<file path="src/rtl/dmem_port_arbiter_if.sv">
// Bundle of the two requester ports and the shared data-memory port.
// slave: the arbiter side; master: requesters plus memory.
interface dmem_port_arbiter_if #(
  parameter int unsigned N  = 32,
  parameter int unsigned AW = 32
);
  logic          req0;
  logic          we0;
  logic [AW-1:0] addr0;
  logic [N-1:0]  wdata0;
  logic          gnt0;
  logic          rvalid0;
  logic [N-1:0]  rdata0;

  logic          req1;
  logic          we1;
  logic [AW-1:0] addr1;
  logic [N-1:0]  wdata1;
  logic          gnt1;
  logic          rvalid1;
  logic [N-1:0]  rdata1;

  logic          mem_read;
  logic          mem_write;
  logic [AW-1:0] mem_addr;
  logic [N-1:0]  mem_wdata;
  logic [N-1:0]  mem_rdata;
  logic          busy;

  modport slave (
    input  req0, we0, addr0, wdata0, req1, we1, addr1, wdata1, mem_rdata,
    output gnt0, rvalid0, rdata0, gnt1, rvalid1, rdata1,
    output mem_read, mem_write, mem_addr, mem_wdata, busy
  );

  modport master (
    output req0, we0, addr0, wdata0, req1, we1, addr1, wdata1, mem_rdata,
    input  gnt0, rvalid0, rdata0, gnt1, rvalid1, rdata1,
    input  mem_read, mem_write, mem_addr, mem_wdata, busy
  );
endinterface

</file>
<file path="src/rtl/dmem_port_arbiter.sv">
// Round-robin arbiter sharing one data-memory port between the core load/store
// path (0) and the program/debug loader (1); one transaction in flight at a time.
module dmem_port_arbiter #(
  parameter int unsigned N      = 32,
  parameter int unsigned AW     = 32,
  parameter int unsigned RD_LAT = 1
) (
  input logic                clk,
  input logic                reset,
  dmem_port_arbiter_if.slave bus
);
  localparam int unsigned   CW      = (RD_LAT > 1) ? $clog2(RD_LAT) : 1;
  localparam logic [CW-1:0] CntLast = CW'(RD_LAT - 1);

  typedef enum logic [1:0] {StIdle, StAccess, StWaitRd} state_e;

  state_e        state_q, state_d;
  logic          last_q, owner_q, we_q;
  logic [AW-1:0] addr_q;
  logic [N-1:0]  wdata_q, rdata0_q, rdata1_q;
  logic [CW-1:0] cnt_q, cnt_d;
  logic          rvalid0_q, rvalid1_q;
  logic          pick, capture, rd_done;

  // Under contention the side that did not win last time goes next.
  assign pick = (bus.req0 && bus.req1) ? ~last_q : bus.req1;

  always_comb begin
    state_d = state_q;
    cnt_d   = '0;
    capture = 1'b0;
    rd_done = 1'b0;
    unique case (state_q)
      StIdle: begin
        if (bus.req0 || bus.req1) begin
          capture = 1'b1;
          state_d = StAccess;
        end
      end
      StAccess: state_d = we_q ? StIdle : StWaitRd;
      StWaitRd: begin
        if (cnt_q == CntLast) begin
          rd_done = 1'b1;
          state_d = StIdle;
        end else begin
          cnt_d = cnt_q + 1'b1;
        end
      end
      default: state_d = StIdle;
    endcase
  end

  always_ff @(posedge clk or posedge reset) begin
    if (reset) begin
      state_q   <= StIdle;
      cnt_q     <= '0;
      last_q    <= 1'b1;
      owner_q   <= 1'b0;
      we_q      <= 1'b0;
      addr_q    <= '0;
      wdata_q   <= '0;
      rvalid0_q <= 1'b0;
      rvalid1_q <= 1'b0;
      rdata0_q  <= '0;
      rdata1_q  <= '0;
    end else begin
      state_q   <= state_d;
      cnt_q     <= cnt_d;
      rvalid0_q <= rd_done && !owner_q;
      rvalid1_q <= rd_done && owner_q;
      if (capture) begin
        owner_q <= pick;
        last_q  <= pick;
        we_q    <= pick ? bus.we1 : bus.we0;
        addr_q  <= pick ? bus.addr1 : bus.addr0;
        wdata_q <= pick ? bus.wdata1 : bus.wdata0;
      end
      if (rd_done && !owner_q) rdata0_q <= bus.mem_rdata;
      if (rd_done && owner_q)  rdata1_q <= bus.mem_rdata;
    end
  end

  assign bus.gnt0      = (state_q == StAccess) && !owner_q;
  assign bus.gnt1      = (state_q == StAccess) && owner_q;
  assign bus.mem_write = (state_q == StAccess) && we_q;
  assign bus.mem_read  = (state_q == StAccess) && !we_q;
  assign bus.mem_addr  = addr_q;
  assign bus.mem_wdata = wdata_q;
  assign bus.busy      = (state_q != StIdle);
  assign bus.rvalid0   = rvalid0_q;
  assign bus.rvalid1   = rvalid1_q;
  assign bus.rdata0    = rdata0_q;
  assign bus.rdata1    = rdata1_q;
endmodule

</file>
<file path="src/flat_wrapper.sv">
// flat-port wrapper written by rule: the top's interface ports become plain ports
module dmem_port_arbiter_flat 
#(
  parameter int unsigned N      = 32,
  parameter int unsigned AW     = 32,
  parameter int unsigned RD_LAT = 1
)
  (clk, reset, bus_req0, bus_we0, bus_addr0, bus_wdata0, bus_req1, bus_we1, bus_addr1, bus_wdata1, bus_mem_rdata, bus_gnt0, bus_rvalid0, bus_rdata0, bus_gnt1, bus_rvalid1, bus_rdata1, bus_mem_read, bus_mem_write, bus_mem_addr, bus_mem_wdata, bus_busy);
  dmem_port_arbiter_if #(.N(N), .AW(AW)) bus_i ();
  input logic clk;
  input logic reset;
  input wire logic [$bits(bus_i.req0)-1:0] bus_req0;
  input wire logic [$bits(bus_i.we0)-1:0] bus_we0;
  input wire logic [$bits(bus_i.addr0)-1:0] bus_addr0;
  input wire logic [$bits(bus_i.wdata0)-1:0] bus_wdata0;
  input wire logic [$bits(bus_i.req1)-1:0] bus_req1;
  input wire logic [$bits(bus_i.we1)-1:0] bus_we1;
  input wire logic [$bits(bus_i.addr1)-1:0] bus_addr1;
  input wire logic [$bits(bus_i.wdata1)-1:0] bus_wdata1;
  input wire logic [$bits(bus_i.mem_rdata)-1:0] bus_mem_rdata;
  output wire logic [$bits(bus_i.gnt0)-1:0] bus_gnt0;
  output wire logic [$bits(bus_i.rvalid0)-1:0] bus_rvalid0;
  output wire logic [$bits(bus_i.rdata0)-1:0] bus_rdata0;
  output wire logic [$bits(bus_i.gnt1)-1:0] bus_gnt1;
  output wire logic [$bits(bus_i.rvalid1)-1:0] bus_rvalid1;
  output wire logic [$bits(bus_i.rdata1)-1:0] bus_rdata1;
  output wire logic [$bits(bus_i.mem_read)-1:0] bus_mem_read;
  output wire logic [$bits(bus_i.mem_write)-1:0] bus_mem_write;
  output wire logic [$bits(bus_i.mem_addr)-1:0] bus_mem_addr;
  output wire logic [$bits(bus_i.mem_wdata)-1:0] bus_mem_wdata;
  output wire logic [$bits(bus_i.busy)-1:0] bus_busy;
  assign bus_i.req0 = bus_req0;
  assign bus_i.we0 = bus_we0;
  assign bus_i.addr0 = bus_addr0;
  assign bus_i.wdata0 = bus_wdata0;
  assign bus_i.req1 = bus_req1;
  assign bus_i.we1 = bus_we1;
  assign bus_i.addr1 = bus_addr1;
  assign bus_i.wdata1 = bus_wdata1;
  assign bus_i.mem_rdata = bus_mem_rdata;
  assign bus_gnt0 = bus_i.gnt0;
  assign bus_rvalid0 = bus_i.rvalid0;
  assign bus_rdata0 = bus_i.rdata0;
  assign bus_gnt1 = bus_i.gnt1;
  assign bus_rvalid1 = bus_i.rvalid1;
  assign bus_rdata1 = bus_i.rdata1;
  assign bus_mem_read = bus_i.mem_read;
  assign bus_mem_write = bus_i.mem_write;
  assign bus_mem_addr = bus_i.mem_addr;
  assign bus_mem_wdata = bus_i.mem_wdata;
  assign bus_busy = bus_i.busy;
  dmem_port_arbiter #(.N(N), .AW(AW), .RD_LAT(RD_LAT)) u_core (.clk(clk), .reset(reset), .bus(bus_i));
endmodule
</file>
<file path="config.mk">
export PLATFORM = sky130hd
export DESIGN_NAME = dmem_port_arbiter_flat
export DESIGN_NICKNAME = d
export VERILOG_FILES = /design/src/rtl/dmem_port_arbiter_if.sv /design/src/rtl/dmem_port_arbiter.sv /design/src/flat_wrapper.sv
export SDC_FILE = /design/constraint.sdc
export NUM_CORES = 1
export LEC_CHECK = 0
export CAP_MARGIN = 40
export CORE_MARGIN = 5
export CORE_UTILIZATION = 44
export DETAILED_ROUTE_END_ITERATION = 6
export PLACE_DENSITY = 0.87
export SLEW_MARGIN = 20
export SYNTH_ARGS = -nofsm -noshare
export SYNTH_HDL_FRONTEND = slang
export SYNTH_SLANG_ARGS = --single-unit
</file>
<file path="constraint.sdc">
create_clock -name clk -period 8.5 [get_ports clk]
set_input_delay 1.275 -clock clk [delete_from_list [all_inputs] [get_ports clk]]
set_output_delay 1.275 -clock clk [all_outputs]
set_load 0.05 [all_outputs]
</file>
# Word level (Yosys, flattened, before mapping)

Cells that the tools add are included.

Add/subtract/negate cells: 1
Eq/ne operators: 4
Multiplexer cells: 14
Bitwise logic cells: 1
Reductions and logical operators: 13

Operators by type and width:

| cell                                                   | count |
|---|---|
| two-way mux 32 bit                                     | 2 |
| two-way mux 1 bit                                      | 8 |
| logical AND 1 bit                                      | 7 |
| two-way mux 2 bit                                      | 3 |
| case mux 2 bit (3 select lines)                        | 1 |
| == test 2 x 1 -> 1 bit (second input constant)         | 1 |
| == test 2 bit (second input constant)                  | 1 |
| zero test 1 bit                                        | 2 |
| zero test 2 bit                                        | 1 |
| inequality test 2 x 1 -> 1 bit (second input constant) | 1 |
| inequality test 2 bit (second input constant)          | 1 |
| AND reduction 2 bit                                    | 1 |
| nonzero test 2 bit                                     | 1 |
| adder 1 bit (second input constant)                    | 1 |
| logical OR 1 bit                                       | 1 |
| NOT 1 bit                                              | 1 |

Register bits: 136
Bits of input ports: 166
Output and inout bits: 135

# Longest topological paths before layout

Gate-level depths: netlist of run 1.

Depth after elaboration: 3
Depth in mapped cells: 5

# Least setup slack after synthesis of run 1

OpenSTA, ideal clock, no wires.

Path type: register to output
Start point: register u_core.state_q[1]
End point: output bus_gnt0
Arrival: 1.226 ns
Data required time: 7.225 ns
Slack: 5.999 ns
Stages on the path, launching flop included: 3
Buffers on the path: 0
Cell sequence: dfrtp_1 > nand2b_1 > nor2_1

Longest elaborated chain between the ends: 2

RTL lines:

| item                   | line                    | source |
|---|---|---|
| start, declared        | dmem_port_arbiter.sv:17 | `state_e state_q, state_d;` |
| start signal, assigned | dmem_port_arbiter.sv:55 | `state_q <= StIdle;` |
| start signal, assigned | dmem_port_arbiter.sv:67 | `state_q <= state_d;` |
| == test 2 x 1 -> 1 bit | dmem_port_arbiter.sv:83 | `assign bus.gnt0 = (state_q == StAccess) && !owner_q;` |
| logical AND 1 bit      | dmem_port_arbiter.sv:83 |  |
| end, declared          | flat_wrapper.sv:21      | `output wire logic [$bits(bus_i.gnt0)-1:0] bus_gnt0;` |

Every way passes these cells.

# Worst setup path in the final report of run 1

Start point: input bus_req0
End point: register u_core.last_q

Longest elaborated chain between the ends: 3
Elaborated cells on any way between the ends: 5

RTL lines:

| item                 | line                    | source |
|---|---|---|
| start, declared      | flat_wrapper.sv:12      | `input wire logic [$bits(bus_i.req0)-1:0] bus_req0;` |
| logical OR 1 bit     | dmem_port_arbiter.sv:35 | `if (bus.req0 \|\| bus.req1) begin` |
| two-way mux 1 bit    | dmem_port_arbiter.sv:35 |  |
| two-way mux 1 bit    | dmem_port_arbiter.sv:33 | `unique case (state_q)` |
| end signal, assigned | dmem_port_arbiter.sv:73 | `last_q <= pick;` |
| end, declared        | dmem_port_arbiter.sv:18 | `logic last_q, owner_q, we_q;` |

Several ways; a longest one is shown, not always the timed one.
A chain may end at the register's enable or synchronous reset.

==> results.tsv, run 1 <==
stage	metric	value	unit
detailed_routing	initial detailed-routing violation count	252	
detailed_routing	DRT Wirelength	19.97	mm
critical_path	Worst path slowest cell	buf_4	
clocking	CTS resizes	0	
global_route	total gr overflow	0	
sta	fmax	285.9	MHz
placed_design	Setup WS pre-CTS	4598	ps
sta	Slew Limit Fails	0	
power	Max rail drop VDD	314.6	µV
finish	# diodes	0	
synthesis	Synth cell types	24	
synthesis	synthesized flop and latch total	135	
synthesis	area of the mapped netlist	0.006000	mm²
finish	most frequent cells in the layout	clkdlybuf4s50_1 (300), dfrtp_1 (134), nand2_1 (64)	
clocking	worst skew pair latency	410	ps
detailed_routing	vias	5018	
detailed_routing	DRT Pass-1 Iters	4	
clocking	htree depth	4	
placed_design	DP Wirelength	14.02	mm
global_route	pin count of the biggest net entering global routing	67	
placed_design	Final Wtd Congestion	0.8763	
outcome	status	completed	
detailed_routing	remaining antenna violation count after routing	0	
power	Leakage	3.906	nW
critical_path	CP arrival	3830	ps
die	floorplan row count	42	
power	Int Power	2.542	mW
synthesis	Syn Inst Count	453	
synthesis	post-synthesis net count	619	
die	Die X	126.8	µm
clocking	Setup Fix Bufs, Post-CTS	0	
placed_design	Placed Area	0.009075	mm²
finish	FILL cells	857	
global_route	total track usage	0.2489	
critical_path	CP peak stage delay	680	ps
sta	period utilization	0.4115	
synthesis	Seq/Total Area, Yosys	0.5633	
critical_path	Worst EP required	8830	ps
critical_path	critical path capture point type	flip-flop	
finish	post-layout instance area	0.009712	mm²
power	pwr dens	494.4	mW/mm²
finish	commonest non-fill, non-tap cell in the layout	clkdlybuf4s50_1	
sta	Tmin final	3498	ps
clocking	clock root buffer master	clkbuf_16	
clocking	CTS tree	yes	
sta	RSZ-0062 raised after global routing	no	
clocking	Clock Path Buffers	2	
sta	slew of the pin with the lowest slew margin	829.4	ps
sta	Clock Skews	7.719	ps
critical_path	crit path from	bus_req0	
critical_path	crit-path cells	clkdlybuf4s50_1, nor2_4, buf_4, nor2_4, buf_4, mux2_1	
sta	TNS Setup	0	ps
global_route	initial antenna violation count	0	
die	# IOs	301	
power	Comb power frac	0.596	
detailed_routing	DR vias/cell	5.402	
finish	area grow syn2layout	61.88	%
critical_path	critical register-to-register path startpoint	u_core.state_q[0]$_DFFE_PP0P_	
die	die height	126.8	µm
critical_path	delay-heaviest family, CP	buffers and inverters	
critical_path	CP Class	input pin to flip-flop	
clocking	CTS Buf Count	17	
sta	Rel. slew slack	0.4471	
placed_design	number of port buffers	300	
critical_path	number of buffers and inverters on the critical path	3	
finish	share of layout cells above drive strength 1	0.1793	
power	Clock Power Share	0.157	
hold_path	worst hold path class	flip-flop to flip-flop	
finish	Nets	906	
finish	Multi-input gate area	0.002375	mm²
die	core area	0.01330	mm²
die	die area	0.01607	mm²
detailed_routing	DRC	0	
sta	final hold violation count	0	
global_route	vias in the first global route	5538	
die	Initial Utilization	0.4513	
sta	Final setup viols	0	
detailed_routing	routed length per instance	21.50	µm
job	max-cap violations	0	
hold_path	hold_sp	u_core.we_q$_DFFE_PP0P_	
global_route	first-pass GRT wire length	31.18	mm
critical_path	critical-path maximum fanout	65	
sta	Final Worst Setup Slack	5002	ps
power	P_sw	2.260	mW
clocking	CTS Hold Buffers Added	0	
clocking	CTS sink cnt	135	
critical_path	CP startpoint kind	input pin	
clocking	Clk pin slew, worst setup/hold paths	50	ps
synthesis	YS warnings	0	
power	Sw Ratio	0.4707	
power	Sequential Power Share	0.248	
finish	Sequential cell area	0.003379	mm²
synthesis	Synth Area per Inst	13.24	µm²
## metrics by stage
stage | hold slack (ps) | util | power [mW] | cells
floorplan | 426.3 | - | 3.101 | 453
global placement | 459.3 | 0.6805 | 3.954 | 895
detailed placement | 446.2 | 0.6826 | 4.035 | 896
CTS | 466.6 | 0.7284 | 4.816 | 928
global route | 471.6 | 0.7305 | 5.001 | 929
finish | 465.3 | 0.7305 | 4.802 | 929
## synth_stat cells
| cell type | instances | area, µm² |
|---|---|---|
| nand2b_1 | 1 | 6.260 |
| buf_6 | 5 | 56.30 |
| buf_2 | 19 | 95.09 |
| buf_4 | 10 | 75.07 |
| mux2i_1 | 3 | 30.03 |
| nand2_1 | 64 | 240.2 |
| a21boi_1 | 1 | 7.510 |
| a211oi_2 | 19 | 237.7 |
| mux2_1 | 16 | 180.2 |
| or2_4 | 1 | 8.760 |
| a2bb2oi_1 | 44 | 385.4 |
| a21bo_2 | 1 | 10.01 |
| nor2_2 | 1 | 6.260 |
| mux2_2 | 49 | 551.8 |
| nor2_1 | 5 | 18.77 |
| dfrtp_1 | 134 | 3353 |
| nor2_4 | 1 | 11.26 |
| dfstp_2 | 1 | 26.28 |
| nand3b_1 | 1 | 7.510 |
| inv_1 | 4 | 15.01 |
| a211oi_1 | 45 | 337.8 |
| nor3b_2 | 1 | 12.51 |
| a2bb2oi_2 | 20 | 300.3 |
| clkbuf_1 | 7 | 26.28 |
## power groups by stage
stage	registers, mW	logic (mW)	clock network (mW)
floorplan	2.25	0.854	0
global placement	1.16	2.79	0
detailed placement	1.19	2.85	0
CTS	1.19	2.86	0.763
global route	1.23	2.98	0.792
finish	1.19	2.86	0.752
## path summary, 6_finish.rpt
kind,endpoint,slack [ps],cells after the start
worst min-delay path,u_core.state_q[1]$_DFFE_PP0P_,470,1
worst min register to register,u_core.state_q[1]$_DFFE_PP0P_,470,1
max in group asynchronous,u_core.bus.rdata0[12]$_DFFE_PP0P_,5990,4
worst max-delay path,u_core.last_q$_DFFE_PP1P_,5000,6
worst max register to register,u_core.last_q$_DFFE_PP1P_,5970,5
min in group asynchronous,u_core.bus.rdata0[28]$_DFFE_PP0P_,1330,2
## sequential cells by signal, summed over array words and instances (netlist names), 2 cells and up
register,flops
u_core.bus.mem_wdata,32
u_core.bus.rdata1,32
u_core.bus.rdata0,32
u_core.bus.mem_addr,32
u_core.state_q,2
## cell type report
cell class	instances	area share
tap	176	0.02267
clock inverter	11	0.01533
sequential	135	0.3480
multi-input combinational	273	0.2445
clock buffer	21	0.04741
timing repair buffer	309	0.3203
inverter	4	0.001804
## worst register-to-register path, stage by stage, from the launching register on
cell and delay [ps]:
dfrtp_1 430, or2_4 320, buf_16 230, nor2_4 370
buf_4 680, mux2_1 420
## cells by family after synthesis
group	count (synthesis)	synth area share
DFF	135	0.5633
AOI/OAI and AO/OA	130	0.2131
and+or+nand+nor	75	0.05193
muxes	68	0.1270
buffers and inverters	45	0.04463
## metal layers
| metal | up-vias | global-route usage | wire length [µm] |
|---|---|---|---|
| met1 | 2485 | 0.2797 | 7276 |
| met2 | 239 | 0.4169 | 10020 |
| met5 | - | 0 | 0 |
| met4 | 0 | 0.09779 | 584 |
| li1 | 2253 | - | - |
| met3 | 41 | 0.1093 | 2087 |
Note: power is estimated with default switching activity, not from simulation.
==> inputs of run 2 (changes only) <==
--- a/config.mk
+++ b/config.mk
@@ -7,9 +7,9 @@
 export LEC_CHECK = 0
 export CAP_MARGIN = 40
 export CORE_MARGIN = 5
-export CORE_UTILIZATION = 44
+export CORE_UTILIZATION = 40
 export DETAILED_ROUTE_END_ITERATION = 6
-export PLACE_DENSITY = 0.87
+export PLACE_DENSITY = 0.8
 export SLEW_MARGIN = 20
 export SYNTH_ARGS = -nofsm -noshare
 export SYNTH_HDL_FRONTEND = slang
==> constraint.sdc (replaced) <==
create_clock -name clk -period 3.4 [get_ports clk]
set_input_delay 0.51 -clock clk [delete_from_list [all_inputs] [get_ports clk]]
set_output_delay 0.51 -clock clk [all_outputs]
set_load 0.05 [all_outputs]
==> results.tsv, run 2 (synthesized netlist as in run 1, its figures left out) <==
stage	metric	value	unit	change
sta	final hold violation count	0		unchanged
clocking	Setup Fix Bufs, Post-CTS	0		unchanged
clocking	Clk pin slew, worst setup/hold paths	60	ps	was 50 ps
die	die area	0.01755	mm²	was 0.01607 mm²
finish	post-layout util	0.6662		was 0.7305
job	max-cap violations	0		unchanged
critical_path	CP arrival	2080	ps	was 3830 ps
finish	# diodes	0		unchanged
finish	Nets	907		was 906
detailed_routing	routed length per instance	21.43	µm	was 21.50 µm
sta	TNS Setup	0	ps	unchanged
outcome	status	completed		unchanged
clocking	CTS Hold Buffers Added	0		unchanged
clocking	CTS Buf Count	17		unchanged
hold_path	WHS Endpoint	u_core.bus.rdata1[8]$_DFFE_PP0P_		was u_core.state_q[1]$_DFFE_PP0P_
critical_path	critical-path maximum fanout	5		was 65
sta	period utilization	0.7613		
sta	fmax	386.3	MHz	
sta	Rel. slew slack	0.4392		was 0.4471
hold_path	worst hold path class	flip-flop to flip-flop		unchanged
global_route	total track usage	0.2292		was 0.2489
finish	area grow syn2layout	62.61	%	was 61.88%
critical_path	Worst EP required	2890	ps	was 8830 ps
global_route	total gr overflow	0		unchanged
finish	share of layout cells above drive strength 1	0.1830		was 0.1793
finish	FILL cells	1057		was 857
sta	Clock Skews	7.291	ps	was 7.719 ps
die	core area	0.01464	mm²	was 0.01330 mm²
power	pwr dens	1238	mW/mm²	was 494.4 mW/mm²
detailed_routing	vias	5008		was 5018
sta	Tmin final	2588	ps	
power	Leakage	3.911	nW	was 3.906 nW
clocking	worst skew pair latency	410	ps	about the same
detailed_routing	remaining antenna violation count after routing	0		unchanged
die	Initial Utilization	0.4097		was 0.4513
critical_path	CP peak stage delay	870	ps	was 680 ps
die	# IOs	301		unchanged
detailed_routing	DRC	0		unchanged
critical_path	critical register-to-register path startpoint	u_core.state_q[0]$_DFFE_PP0P_		unchanged
critical_path	CP startpoint kind	flip-flop		was input pin
finish	post-layout instance area	0.009756	mm²	was 0.009712 mm²
critical_path	critical path capture point type	output port		was flip-flop
sta	slew of the pin with the lowest slew margin	841.1	ps	was 829.4 ps
sta	Final setup viols	0		unchanged
power	Max rail drop VDD	844.1	µV	was 314.6 µV
sta	Final Worst Setup Slack	811.5	ps	was 5002 ps
die	floorplan row count	44		was 42
placed_design	DP Wirelength	14.35	mm	was 14.02 mm
finish	commonest non-fill, non-tap cell in the layout	clkdlybuf4s50_1		unchanged
detailed_routing	DR vias/cell	5.339		was 5.402
detailed_routing	initial detailed-routing violation count	242		was 252
die	Die X	132.5	µm	was 126.8 µm
hold_path	Worst Hold Depth	1		unchanged
hold_path	hold_sp	u_core.bus.rdata1[8]$_DFFE_PP0P_		was u_core.we_q$_DFFE_PP0P_
clocking	CTS sink cnt	135		unchanged
clocking	Clock Path Buffers	2		unchanged
critical_path	CP Class	flip-flop to output port		was input pin to flip-flop
sta	Hold WS	487.8	ps	was 465.3 ps
critical_path	number of buffers and inverters on the critical path	1		was 3
placed_design	Setup WS pre-CTS	974.6	ps	was 4598 ps
placed_design	number of port buffers	300		unchanged
critical_path	R2R Path End	u_core.bus.mem_addr[24]$_DFFE_PP0P_		was u_core.last_q$_DFFE_PP1P_
detailed_routing	DRT Pass-1 Iters	5		was 4
placed_design	Final Wtd Congestion	0.8224		was 0.8763
detailed_routing	DRT Wirelength	20.10	mm	was 19.97 mm
clocking	htree depth	4		unchanged
critical_path	crit-path cells	nand2b_1, nor2_1, clkdlybuf4s50_1		was clkdlybuf4s50_1, nor2_4, buf_4, nor2_4, buf_4, mux2_1
global_route	first-pass GRT wire length	32.01	mm	was 31.18 mm
clocking	clock root buffer master	clkbuf_16		unchanged
global_route	initial antenna violation count	0		unchanged
critical_path	Worst path slowest cell	clkdlybuf4s50_1		was buf_4
sta	RSZ-0062 raised after global routing	no		unchanged
global_route	pin count of the biggest net entering global routing	80		was 67
critical_path	delay-heaviest family, CP	buffers and inverters		unchanged
critical_path	Reg2Reg Depth	4		was 5
critical_path	Reg2Reg Setup Slack	1560	ps	was 5970 ps
placed_design	Placed Area	0.009119	mm²	was 0.009075 mm²
finish	most frequent cells in the layout	clkdlybuf4s50_1 (300), dfrtp_1 (134), nand2_1 (64)		unchanged
clocking	CTS resizes	0		unchanged
global_route	vias in the first global route	5783		was 5538
clocking	CTS tree	yes		unchanged
die	die height	132.5	µm	was 126.8 µm
sta	Slew Limit Fails	0		unchanged
[run 2: cell count changes in the layout (fill, tap and decap cells not counted), sizes merged]
| cell | before | now |
|---|---|---|
| inv | 4 | 5 |
| clkinv | 5 | 3 |
| clkbuf | 21 | 18 |
| clkinvlp | 3 | 6 |
| bufinv | 3 | 4 |
| buf | 9 | 10 |
[run 2: worst max-delay path by stage]
stage                                  start  depth (start not counted)  slack [ps]                                  end
2_1_floorplan                          reset                          1        1210   u_core.bus.mem_addr[0]$_DFFE_PP0P_
3_3_place_gp                        bus_req1                          5        1080  u_core.bus.mem_addr[27]$_DFFE_PP0P_
3_5_place_dp                        bus_req1                          5         970  u_core.bus.mem_addr[10]$_DFFE_PP0P_
4_1_cts        u_core.state_q[1]$_DFFE_PP0P_                          3         780                        bus_mem_write
5_1_grt        u_core.state_q[1]$_DFFE_PP0P_                          3         720                        bus_mem_write
6_report       u_core.state_q[1]$_DFFE_PP0P_                          3         810                        bus_mem_write
[run 2: area by class of cell]
| class | count | area, µm² | area share |
|---|---|---|---|
| Clock buffer | 18 | 439.2 | 0.04502 |
| Clock inverter | 14 | 197.7 | 0.02026 |
| Inverter | 4 | 18.77 | 0.001924 |
| Multi-Input combinational cell | 273 | 2375 | 0.2434 |
| Sequential cell | 135 | 3379 | 0.3464 |
| Tap cell | 184 | 230.2 | 0.02360 |
| Timing Repair Buffer | 310 | 3115 | 0.3194 |
[run 2: through the flow]
step,std cells,total power [mW]
final,938,12.08
after global routing,938,12.58
after CTS,938,12.18
after detailed placement,906,10.14
after global placement,906,9.963
after floorplan,453,7.752
[run 2: power breakdown]
| group | switching [mW] | internal [mW] | total, mW |
|---|---|---|---|
| Sequential | 0.513 | 2.44 | 2.95 |
| Combinational | 4.45 | 2.71 | 7.15 |
| Clock | 0.721 | 1.25 | 1.97 |
[run 2: routing by layer]
metal	GRT usage	up-vias	routed length, µm
met3	0.1006	39	2039
li1	-	2248	-
met5	0	-	0
met4	0.08141	0	546
met2	0.3885	242	10010
met1	0.2575	2479	7508
